File: src/rtl/xif_offload_pkg.sv
// Shared types for the CORE-V-XIF offload tracker: scoreboard states,
// error causes and the buffered result record.
package xif_offload_pkg;

  // Result records carry a fixed-width ID; narrower tracker IDs are zero-extended.
  localparam int unsigned XIF_ID_W_MAX = 8;

  typedef enum logic [1:0] {
    FREE      = 2'd0,
    ISSUED    = 2'd1,
    COMMITTED = 2'd2
  } sb_state_e;

  typedef enum logic [1:0] {
    ERR_NONE              = 2'd0,
    ERR_UNEXPECTED_RESULT = 2'd1,
    ERR_SPURIOUS_COMMIT   = 2'd2,
    ERR_ID_REUSE          = 2'd3
  } err_cause_e;

  typedef struct packed {
    logic [XIF_ID_W_MAX-1:0] id;
    logic [4:0]              rd;
    logic [31:0]             data;
    logic                    we;
  } x_result_entry_t;

  // Highest-priority cause among the errors seen in one cycle.
  function automatic err_cause_e pick_cause(input logic unexp, input logic spur, input logic reuse);
    if (unexp)      return ERR_UNEXPECTED_RESULT;
    else if (spur)  return ERR_SPURIOUS_COMMIT;
    else if (reuse) return ERR_ID_REUSE;
    else            return ERR_NONE;
  endfunction

endpackage

File: src/rtl/xif_result_fifo.sv
// Small result FIFO; the head is read straight from the storage registers, so a
// push becomes visible on valid_o no earlier than the following cycle.
module xif_result_fifo #(
  parameter int unsigned DEPTH   = 2,
  parameter type         entry_t = logic [31:0]
) (
  input  logic   clk_i,
  input  logic   rst_ni,
  input  logic   push_i,
  input  entry_t push_data_i,
  output logic   full_o,
  output logic   valid_o,
  input  logic   ready_i,
  output entry_t data_o
);

  localparam int unsigned AW = (DEPTH > 1) ? $clog2(DEPTH) : 1;
  localparam int unsigned NW = $clog2(DEPTH + 1);

  entry_t          mem [DEPTH];
  logic [AW-1:0]   wr_ptr_reg;
  logic [AW-1:0]   rd_ptr_reg;
  logic [NW-1:0]   count_reg;
  logic            pop;
  logic            push;

  assign full_o  = (count_reg == NW'(DEPTH));
  assign valid_o = (count_reg != '0);
  assign data_o  = mem[rd_ptr_reg];
  assign push    = push_i & ~full_o;
  assign pop     = valid_o & ready_i;

  function automatic logic [AW-1:0] ptr_inc(input logic [AW-1:0] p);
    return (p == AW'(DEPTH - 1)) ? '0 : p + AW'(1);
  endfunction

  always_ff @(posedge clk_i) begin
    if (push) mem[wr_ptr_reg] <= push_data_i;
  end

  always_ff @(posedge clk_i or negedge rst_ni) begin
    if (!rst_ni) begin
      wr_ptr_reg <= '0;
      rd_ptr_reg <= '0;
      count_reg  <= '0;
    end else begin
      if (push) wr_ptr_reg <= ptr_inc(wr_ptr_reg);
      if (pop)  rd_ptr_reg <= ptr_inc(rd_ptr_reg);
      if (push && !pop)      count_reg <= count_reg + NW'(1);
      else if (pop && !push) count_reg <= count_reg - NW'(1);
    end
  end

endmodule

File: src/rtl/xif_offload_tracker.sv
// Tracks offloaded XIF instructions from issue through commit to result,
// throttles outstanding IDs, narrows operand ports and buffers results.
module xif_offload_tracker
  import xif_offload_pkg::*;
#(
  parameter int unsigned X_ID_WIDTH        = 4,
  parameter int unsigned CORE_NUM_RS       = 3,
  parameter int unsigned CPROC_NUM_RS      = 2,
  parameter int unsigned MAX_OUTSTANDING   = 4,
  parameter int unsigned RESULT_FIFO_DEPTH = 2,
  localparam int unsigned CW               = $clog2(MAX_OUTSTANDING + 1)
) (
  input  logic                      clk_i,
  input  logic                      rst_ni,
  input  logic                      core_issue_valid_i,
  output logic                      core_issue_ready_o,
  input  logic [31:0]               core_issue_instr_i,
  input  logic [X_ID_WIDTH-1:0]     core_issue_id_i,
  input  logic [CORE_NUM_RS*32-1:0] core_issue_rs_i,
  input  logic [CORE_NUM_RS-1:0]    core_issue_rs_valid_i,
  output logic                      core_issue_accept_o,
  output logic                      core_issue_writeback_o,
  output logic                      cp_issue_valid_o,
  input  logic                      cp_issue_ready_i,
  output logic [31:0]               cp_issue_instr_o,
  output logic [X_ID_WIDTH-1:0]     cp_issue_id_o,
  output logic [CPROC_NUM_RS*32-1:0] cp_issue_rs_o,
  output logic [CPROC_NUM_RS-1:0]   cp_issue_rs_valid_o,
  input  logic                      cp_issue_accept_i,
  input  logic                      cp_issue_writeback_i,
  input  logic                      commit_valid_i,
  input  logic [X_ID_WIDTH-1:0]     commit_id_i,
  input  logic                      commit_kill_i,
  input  logic                      cp_result_valid_i,
  output logic                      cp_result_ready_o,
  input  logic [X_ID_WIDTH-1:0]     cp_result_id_i,
  input  logic [4:0]                cp_result_rd_i,
  input  logic [31:0]               cp_result_data_i,
  input  logic                      cp_result_we_i,
  output logic                      core_result_valid_o,
  input  logic                      core_result_ready_i,
  output logic [X_ID_WIDTH-1:0]     core_result_id_o,
  output logic [4:0]                core_result_rd_o,
  output logic [31:0]               core_result_data_o,
  output logic                      core_result_we_o,
  output logic [CW-1:0]             outstanding_o,
  output logic                      err_o,
  output logic [1:0]                err_cause_o
);

  localparam int unsigned NUM_ID = 2 ** X_ID_WIDTH;

  if (!((CPROC_NUM_RS == 2) || (CPROC_NUM_RS == 3)) || (CPROC_NUM_RS > CORE_NUM_RS)) begin : g_bad_rs
    $error("CPROC_NUM_RS must be 2 or 3 and not exceed CORE_NUM_RS");
  end
  if ((MAX_OUTSTANDING < 1) || (MAX_OUTSTANDING > NUM_ID)) begin : g_bad_max
    $error("MAX_OUTSTANDING must be in 1..2**X_ID_WIDTH");
  end
  if ((RESULT_FIFO_DEPTH < 1) || (X_ID_WIDTH > XIF_ID_W_MAX)) begin : g_bad_fifo
    $error("RESULT_FIFO_DEPTH must be >= 1 and X_ID_WIDTH <= XIF_ID_W_MAX");
  end

  sb_state_e       state_reg  [NUM_ID];
  sb_state_e       state_next [NUM_ID];
  logic            wb_reg     [NUM_ID];
  logic            wb_next    [NUM_ID];
  logic [CW-1:0]   outstanding_reg, outstanding_next;
  logic            err_reg;
  err_cause_e      err_cause_reg;
  logic            reuse_prev_reg;
  logic [X_ID_WIDTH-1:0] reuse_id_reg;

  logic block, fire, alloc;
  logic reuse_cond, reuse_evt;
  logic spurious_commit, unexpected_result;
  logic push_en, push_ok, fifo_full;
  x_result_entry_t push_entry, head_entry;
  logic unused_bits;

  // Issue path: purely combinational gating of the handshake.
  assign block = (outstanding_reg == CW'(MAX_OUTSTANDING)) || (state_reg[core_issue_id_i] != FREE);
  assign cp_issue_valid_o       = core_issue_valid_i & ~block;
  assign core_issue_ready_o     = cp_issue_ready_i & ~block;
  assign cp_issue_instr_o       = core_issue_instr_i;
  assign cp_issue_id_o          = core_issue_id_i;
  assign cp_issue_rs_o          = core_issue_rs_i[CPROC_NUM_RS*32-1:0];
  assign cp_issue_rs_valid_o    = core_issue_rs_valid_i[CPROC_NUM_RS-1:0];
  assign core_issue_accept_o    = cp_issue_accept_i;
  assign core_issue_writeback_o = cp_issue_writeback_i;

  assign fire  = core_issue_valid_i & core_issue_ready_o;
  assign alloc = fire & cp_issue_accept_i;

  // A commit racing an allocation of the same ID targets the new entry.
  assign spurious_commit = commit_valid_i && (state_reg[commit_id_i] == FREE) &&
                           !(alloc && (core_issue_id_i == commit_id_i));

  assign cp_result_ready_o = ~fifo_full;
  assign push_en           = cp_result_valid_i & cp_result_ready_o;
  assign push_ok           = push_en && (state_reg[cp_result_id_i] == COMMITTED) && wb_reg[cp_result_id_i];
  assign unexpected_result = push_en & ~push_ok;

  // ID_REUSE fires only on the first cycle of each stalled attempt.
  assign reuse_cond = core_issue_valid_i && (state_reg[core_issue_id_i] != FREE);
  assign reuse_evt  = reuse_cond && !(reuse_prev_reg && (reuse_id_reg == core_issue_id_i));

  for (genvar gi = 0; gi < NUM_ID; gi++) begin : g_entry
    always_comb begin
      state_next[gi] = state_reg[gi];
      wb_next[gi]    = wb_reg[gi];
      if (alloc && (core_issue_id_i == X_ID_WIDTH'(gi))) begin
        state_next[gi] = ISSUED;
        wb_next[gi]    = cp_issue_writeback_i;
      end
      if (commit_valid_i && (commit_id_i == X_ID_WIDTH'(gi)) && (state_next[gi] != FREE)) begin
        state_next[gi] = (commit_kill_i || !wb_next[gi]) ? FREE : COMMITTED;
      end
      if (push_ok && (cp_result_id_i == X_ID_WIDTH'(gi))) begin
        state_next[gi] = FREE;
      end
    end

    always_ff @(posedge clk_i or negedge rst_ni) begin
      if (!rst_ni) begin
        state_reg[gi] <= FREE;
        wb_reg[gi]    <= 1'b0;
      end else begin
        state_reg[gi] <= state_next[gi];
        wb_reg[gi]    <= wb_next[gi];
      end
    end
  end

  // Count derived from the next scoreboard so it always matches non-FREE entries.
  always_comb begin
    int cnt;
    cnt = 0;
    for (int i = 0; i < NUM_ID; i++) begin
      if (state_next[i] != FREE) cnt++;
    end
    outstanding_next = CW'(cnt);
  end

  always_ff @(posedge clk_i or negedge rst_ni) begin
    if (!rst_ni) begin
      outstanding_reg <= '0;
      err_reg         <= 1'b0;
      err_cause_reg   <= ERR_NONE;
      reuse_prev_reg  <= 1'b0;
      reuse_id_reg    <= '0;
    end else begin
      outstanding_reg <= outstanding_next;
      reuse_prev_reg  <= reuse_cond;
      reuse_id_reg    <= core_issue_id_i;
      if (!err_reg && (unexpected_result || spurious_commit || reuse_evt)) begin
        err_reg       <= 1'b1;
        err_cause_reg <= pick_cause(unexpected_result, spurious_commit, reuse_evt);
      end
    end
  end

  assign push_entry = '{id:   XIF_ID_W_MAX'(cp_result_id_i),
                        rd:   cp_result_rd_i,
                        data: cp_result_data_i,
                        we:   cp_result_we_i};

  xif_result_fifo #(
    .DEPTH   (RESULT_FIFO_DEPTH),
    .entry_t (x_result_entry_t)
  ) u_result_fifo (
    .clk_i       (clk_i),
    .rst_ni      (rst_ni),
    .push_i      (push_ok),
    .push_data_i (push_entry),
    .full_o      (fifo_full),
    .valid_o     (core_result_valid_o),
    .ready_i     (core_result_ready_i),
    .data_o      (head_entry)
  );

  assign core_result_id_o   = head_entry.id[X_ID_WIDTH-1:0];
  assign core_result_rd_o   = head_entry.rd;
  assign core_result_data_o = head_entry.data;
  assign core_result_we_o   = head_entry.we;
  assign outstanding_o      = outstanding_reg;
  assign err_o              = err_reg;
  assign err_cause_o        = err_cause_reg;

  assign unused_bits = ^{head_entry.id, core_issue_rs_i, core_issue_rs_valid_i};

endmodule

File: config.mk
export PLATFORM = sky130hd
export DESIGN_NAME = xif_offload_tracker
export DESIGN_NICKNAME = d
export VERILOG_FILES = /design/src/rtl/xif_offload_pkg.sv /design/src/rtl/xif_result_fifo.sv /design/src/rtl/xif_offload_tracker.sv
export SDC_FILE = /design/constraint.sdc
export NUM_CORES = 1
export LEC_CHECK = 0
export ABC_AREA = 1
export CORE_UTILIZATION = 35
export DETAILED_ROUTE_END_ITERATION = 8
export GPL_ROUTABILITY_DRIVEN = 0
export GPL_TIMING_DRIVEN = 0
export PLACE_DENSITY_LB_ADDON = 0.05
export RECOVER_POWER = 25
export REMOVE_ABC_BUFFERS = 1
export SYNTH_ARGS = -nofsm -noshare
export SYNTH_HDL_FRONTEND = slang
export SYNTH_SLANG_ARGS = --single-unit
File: constraint.sdc
create_clock -name clk_i -period 10.89 [get_ports clk_i]
set_clock_uncertainty 0.15 [all_clocks]
set_input_delay 1.6335 -clock clk_i [delete_from_list [all_inputs] [get_ports clk_i]]
set_output_delay 1.6335 -clock clk_i [all_outputs]
set_load 0.01 [all_outputs]
; ---- After elaboration in Yosys (flattened, before gate mapping)
; Memories as Yosys holds them, arrays and structs flattened.
; Index checks and enable logic that the tools add are counted.
[op_classes]
addsub = 19
n_mul = 0
n_div = 0
order_cmp = 3
eq_ne = 50
n_shift = 0
n_mux = 117
bitwise_logic = 14
reduce_logical = 154
[op_table]
columns = op, count
row1 = two-way mux 2 bit, 75
row2 = == test 4 bit (second input constant), 24
row3 = logical AND 1 bit, 75
row4 = nonzero test 2 bit, 35
row5 = == test 4 x 3 -> 1 bit (second input constant), 12
row6 = two-way mux 3 bit, 15
row7 = adder 3 x 2 -> 3 bit (second input constant), 14
row8 = binary-select mux 2 bit (select 4 bit), 3
row9 = == test 4 x 2 -> 1 bit (second input constant), 6
row10 = two-way mux 1 bit, 23
row11 = logical NOT 1 bit, 21
row12 = logical OR 1 bit, 19
row13 = >= comparator 5 bit (second input constant), 3
row14 = NOT 4 -> 5 bit, 3
row15 = == test 4 x 1 -> 1 bit (second input constant), 3
row16 = logical NOT 4 bit, 3
row17 = bitwise AND 1 bit, 8
row18 = == test 4 bit, 2
row19 = binary-select mux 1 bit (select 4 bit), 1
row20 = == test 2 bit (second input constant), 2
row21 = == test 3 bit (second input constant), 1
row22 = NOT 1 bit, 3
row23 = adder 1 bit (second input constant), 2
row24 = adder 1 x 1 -> 2 bit (second input constant), 1
row25 = other kinds (3), 3
[word_totals]
ff_bits = 63
latchBits = 0
ramBits = 84
romBits = 0
in_bits = 191
out_inout_bits = 156
wordCells = 398
n_memories = 1
[mem_list]
columns = memory, depth, word_bits, rd, rd_clocked_by_memory_dff, write_ports, line_no
row1 = u_result_fifo.mem, 2, 42, 1, 0, 1, xif_result_fifo.sv:20  ; entry_t mem [DEPTH];

; ---- Logic depth before layout (Yosys ltp)
[logic_depth]
depth_word = 49
depth_mapped = 67
depth_no_buf = 66

; ---- By module
; A second synthesis with hierarchy kept.
[unflattened]
hier_cells = 1117
hier_area_um2 = 9288.9
[by_module_without_submodules]
columns = mod, instances, cells_per_inst, area_per_inst_um2, seq_area_each_um2
row1 = xif_offload_tracker, 1, 845, 5690.5, 1476.4
row2 = xif_result_fifo, 1, 272, 3598.5, 2862.7

; ---- Least setup slack after synthesis
; No wires, ideal clock.
[synth_path]
path_kind = in2reg
startpoint = in core_issue_id_i[0]
endpoint = reg outstanding_reg[2] (netlist: outstanding_o[2])
setup_time_ps = 129
arrival_ps = 10924
required_time_ps = 10611
setup_slack_ps = -312
path_stages = 65
n_path_buf = 1
cell_sequence = buf_2 -> nand2_1 -> nand2_1 -> nand2_1 -> nand2_1 -> nand2_1 -> nand2_1 -> nor2_2 -> nand3_4 -> nor2_8 -> nand2_4 -> nor2_4 -> nand2_1 -> nand2_1 -> inv_1 -> a211oi_1 -> o21ai_0 -> a21oi_1 -> [... 29 more ...] -> a31oi_1 -> ha_1 -> nand2_1 -> nand2_1 -> ha_1 -> or2_2 -> and2_1 -> ha_1 -> nand2_1 -> nand2_1 -> ha_1 -> or2_2 -> and2_1 -> ha_1 -> nand2_1 -> xnor2_1 -> xor2_1 -> xor2_1
[synth_rtl]
columns = item, line_no
row1 = start: declaration, xif_offload_tracker.sv:18  ; input logic [X_ID_WIDTH-1:0] core_issue_id_i,
row2 = end signal: assignment, xif_offload_tracker.sv:152  ; outstanding_reg <= outstanding_next;
row3 = end: declaration, xif_offload_tracker.sv:67  ; logic [CW-1:0] outstanding_reg, outstanding_next;

==> impl_metrics.env <==
export IMPL_status="complete, but fails checks"
export IMPL_violations="capacitance limit, slew limit"
export IMPL_tightest_slew_ps=3780
export IMPL_antenna_found_initial=13
export IMPL_synthFlopType="edfxtp_1"
export IMPL_cp_slowest_cell="or4_4"
export IMPL_routedWlPerCell_um=29.1
export IMPL_seq_area_frac_synth_pct=45.9
export IMPL_drive_gt1_share_pct=16.5
export IMPL_ant_nets=0
export IMPL_clockRootBuffer="clkbuf_16"
export IMPL_max_freq_mhz=95.0
export IMPL_hold_buffers=0
export IMPL_syn_inst=1118
export IMPL_die_w_um=162
export IMPL_min_period_ps=10520
export IMPL_finalSetupTns_ps=0
export IMPL_clock_path_buffers=2
export IMPL_diodes=0
export IMPL_synth_edf_count=84
export IMPL_final_cell_mix="nand2_1, inv_1, edfxtp_1, nor2_1, clkdlybuf4s50_1"
export IMPL_cp_arrival_ps=10730
export IMPL_postSynthAreaPerCell_sq_um=7.99
export IMPL_post_route_util_pct=44.2
export IMPL_dr_first_iter_drc_count=643
export IMPL_synth_seq_cells=147
export IMPL_clkLatencyLatePin_ps=440
export IMPL_final_common_cell="nand2_1"
export IMPL_p_total_mw=3.05
export IMPL_synth_top_area_share_pct=28.3
export IMPL_portBuffers=117
export IMPL_holdPathStages=1
export IMPL_crit_type="input port to flip-flop"
export IMPL_yosys_warnings=0
export IMPL_placed_cell_area_sq_mm=0.00971
export IMPL_rows=58
export IMPL_floorplan_initialDensity_pct=35.6
export IMPL_critPathMaxStageDelay_ps=480
export IMPL_synth_area_leaders="edfxtp_1, dfrtp_1, nand2_1"
export IMPL_finalInstanceArea_sq_mm=0.0111
export IMPL_grt_pass1_vias=7009
export IMPL_dr_pass1_iters=6
export IMPL_fin_crit_sh_pct=96.6
export IMPL_cts_made_buffers=17
export IMPL_dieArea_sq_mm=0.0262
export IMPL_h_tree_depth=4
export IMPL_start_kind="input port"
export IMPL_clk_pin_slew_ps=70
export IMPL_largest_reg_flops=84
export IMPL_drc_errors=0
export IMPL_viasPerCell=5.07
export IMPL_yosysTopAreaCell="edfxtp_1"
export IMPL_final_setup_viol_count=0
export IMPL_hold_class="flip-flop to flip-flop"
export IMPL_grt_pass1_wl_mm=58.7
export IMPL_layout_nets=1384
export IMPL_clock_sinks=147
export IMPL_cts_tree="done"
export IMPL_power_leakage_nw=5.03
export IMPL_syn2layout_area_growth_pct=24.2
export IMPL_worst_ep_required_time_ps=11100
export IMPL_final_max_slew_viol_count=64
export IMPL_ios=347
export IMPL_maxCapViolations=1
export IMPL_finalHoldViolations=0
export IMPL_cp_max_fo=6
export IMPL_synth_distinct_cells=47
export IMPL_grt_max_degree=64
export IMPL_die_y_um=162
export IMPL_fp_coreArea_sq_mm=0.0251
export IMPL_dp_cells=1447
export IMPL_grt_ovfl_total=0
export IMPL_postSynth_asyncResetShare_pct=42.9
export IMPL_routed_wl_mm=44.2
export IMPL_vias=7706
export IMPL_reg2reg_depth=61
export IMPL_crit_top_cell="ha_4"
export IMPL_worstSetupEndpointType="flip-flop"
export IMPL_layoutNonFillerInstCount=1520
export IMPL_maxSlewHeadroom_pct=-152
export IMPL_dp_hpwl_mm=35.5
export IMPL_grt_usage_pct=34.0
export IMPL_ir_worst_vdd_mv=0.240
export IMPL_netlist_area_sq_mm=0.00893
export IMPL_power_density_mw_per_mm2=275
-- critical path, delay by kind of cell --
kind / cells / cell delay [ps]
buffers and inverters: 5 / 420
AOI/OAI and AO/OA: 6 / 870
xor gates and xnor gates: 3 / 460
and+or+nand+nor: 36 / 3810
adders and majority gates: 14 / 3490
-- worst paths after layout --
path / startpoint / to / slack [ps]
min: u_result_fifo.count_reg[0]$_DFFE_PN0P_ / u_result_fifo.count_reg[0]$_DFFE_PN0P_ / 340
min in group asynchronous: rst_ni / state_reg[11]$_DFF_PN0_ / 2350
max reg2reg: state_reg[19]$_DFF_PN0_ / outstanding_o[2]$_DFF_PN0_ / 1380
max in group asynchronous: rst_ni / u_result_fifo.rd_ptr_reg$_DFFE_PN0P_ / 5810
min reg2reg: u_result_fifo.count_reg[0]$_DFFE_PN0P_ / u_result_fifo.count_reg[0]$_DFFE_PN0P_ / 340
max: core_issue_id_i[0] / outstanding_o[2]$_DFF_PN0_ / 370
-- repair_timing --
action	in CTS	in global routing
gates cloned	1	1
pin swaps	31	43
setup buffers	23	18
resized for setup	85	70
setup endpoints to repair	2	2
-- layer usage --
layer	routed length, um	up-vias	part of all wire, %	global-route usage (%)
li1	-	3607	-	-
met1	12100	3485	27	27.8
met2	19800	506	45	53.3
met3	9920	100	22	33.7
met4	2230	8	5.0	14.5
met5	187	-	0.42	6.44
-- stage by stage --
step                setup slack, ps  hold WS (ps)
floorplan                      -257           296
global placement              -3390           312
detailed placement            -3370           330
CTS                            2.09           341
global route                  -57.0           376
finish                          365           339
-- synthesized netlist by cell type, types with 4 or more instances --
master / number
a21oi_1: 42
a221o_1: 5
and2_1: 4
buf_2: 4
buf_4: 105
clkbuf_1: 10
dfrtp_1: 63
edfxtp_1: 84
ha_1: 16
inv_1: 134
inv_2: 6
nand2_1: 359
nand2_2: 8
nand3_1: 53
nand3_2: 10
nand4_1: 7
nor2_1: 86
nor3_1: 5
o21ai_0: 39
o21ai_1: 5
o22ai_1: 13
xnor2_1: 8
xor2_1: 13
-- cell families after synthesis --
kind of cell               count (synthesis)  synth area share (%)
AOI/OAI and AO/OA                        123                  8.13
adders and majority gates                 16                  2.24
DFF                                      147                  45.9
buffers and inverters                    263                  15.6
and+or+nand+nor                          548                  26.1
xor gates and xnor gates                  21                  2.06
-- report_power, final --
group	leakage (nW)	internal, mW	switching, mW	total (mW)
Combinational	3.25	0.837	0.900	1.74
Sequential	1.50	0.668	0.0717	0.740
Clock	0.274	0.302	0.271	0.573
-- area by class of cell --
class | instances | area [sq um]
Tap cell | 330 | 413
Fill cell | 2583 | 14000
Timing Repair Buffer | 160 | 1600
Sequential cell | 147 | 4100
Inverter | 143 | 567
Clock buffer | 17 | 425
Multi-Input combinational cell | 708 | 3840
Clock inverter | 15 | 140
(Power assumes the default switching activity.)
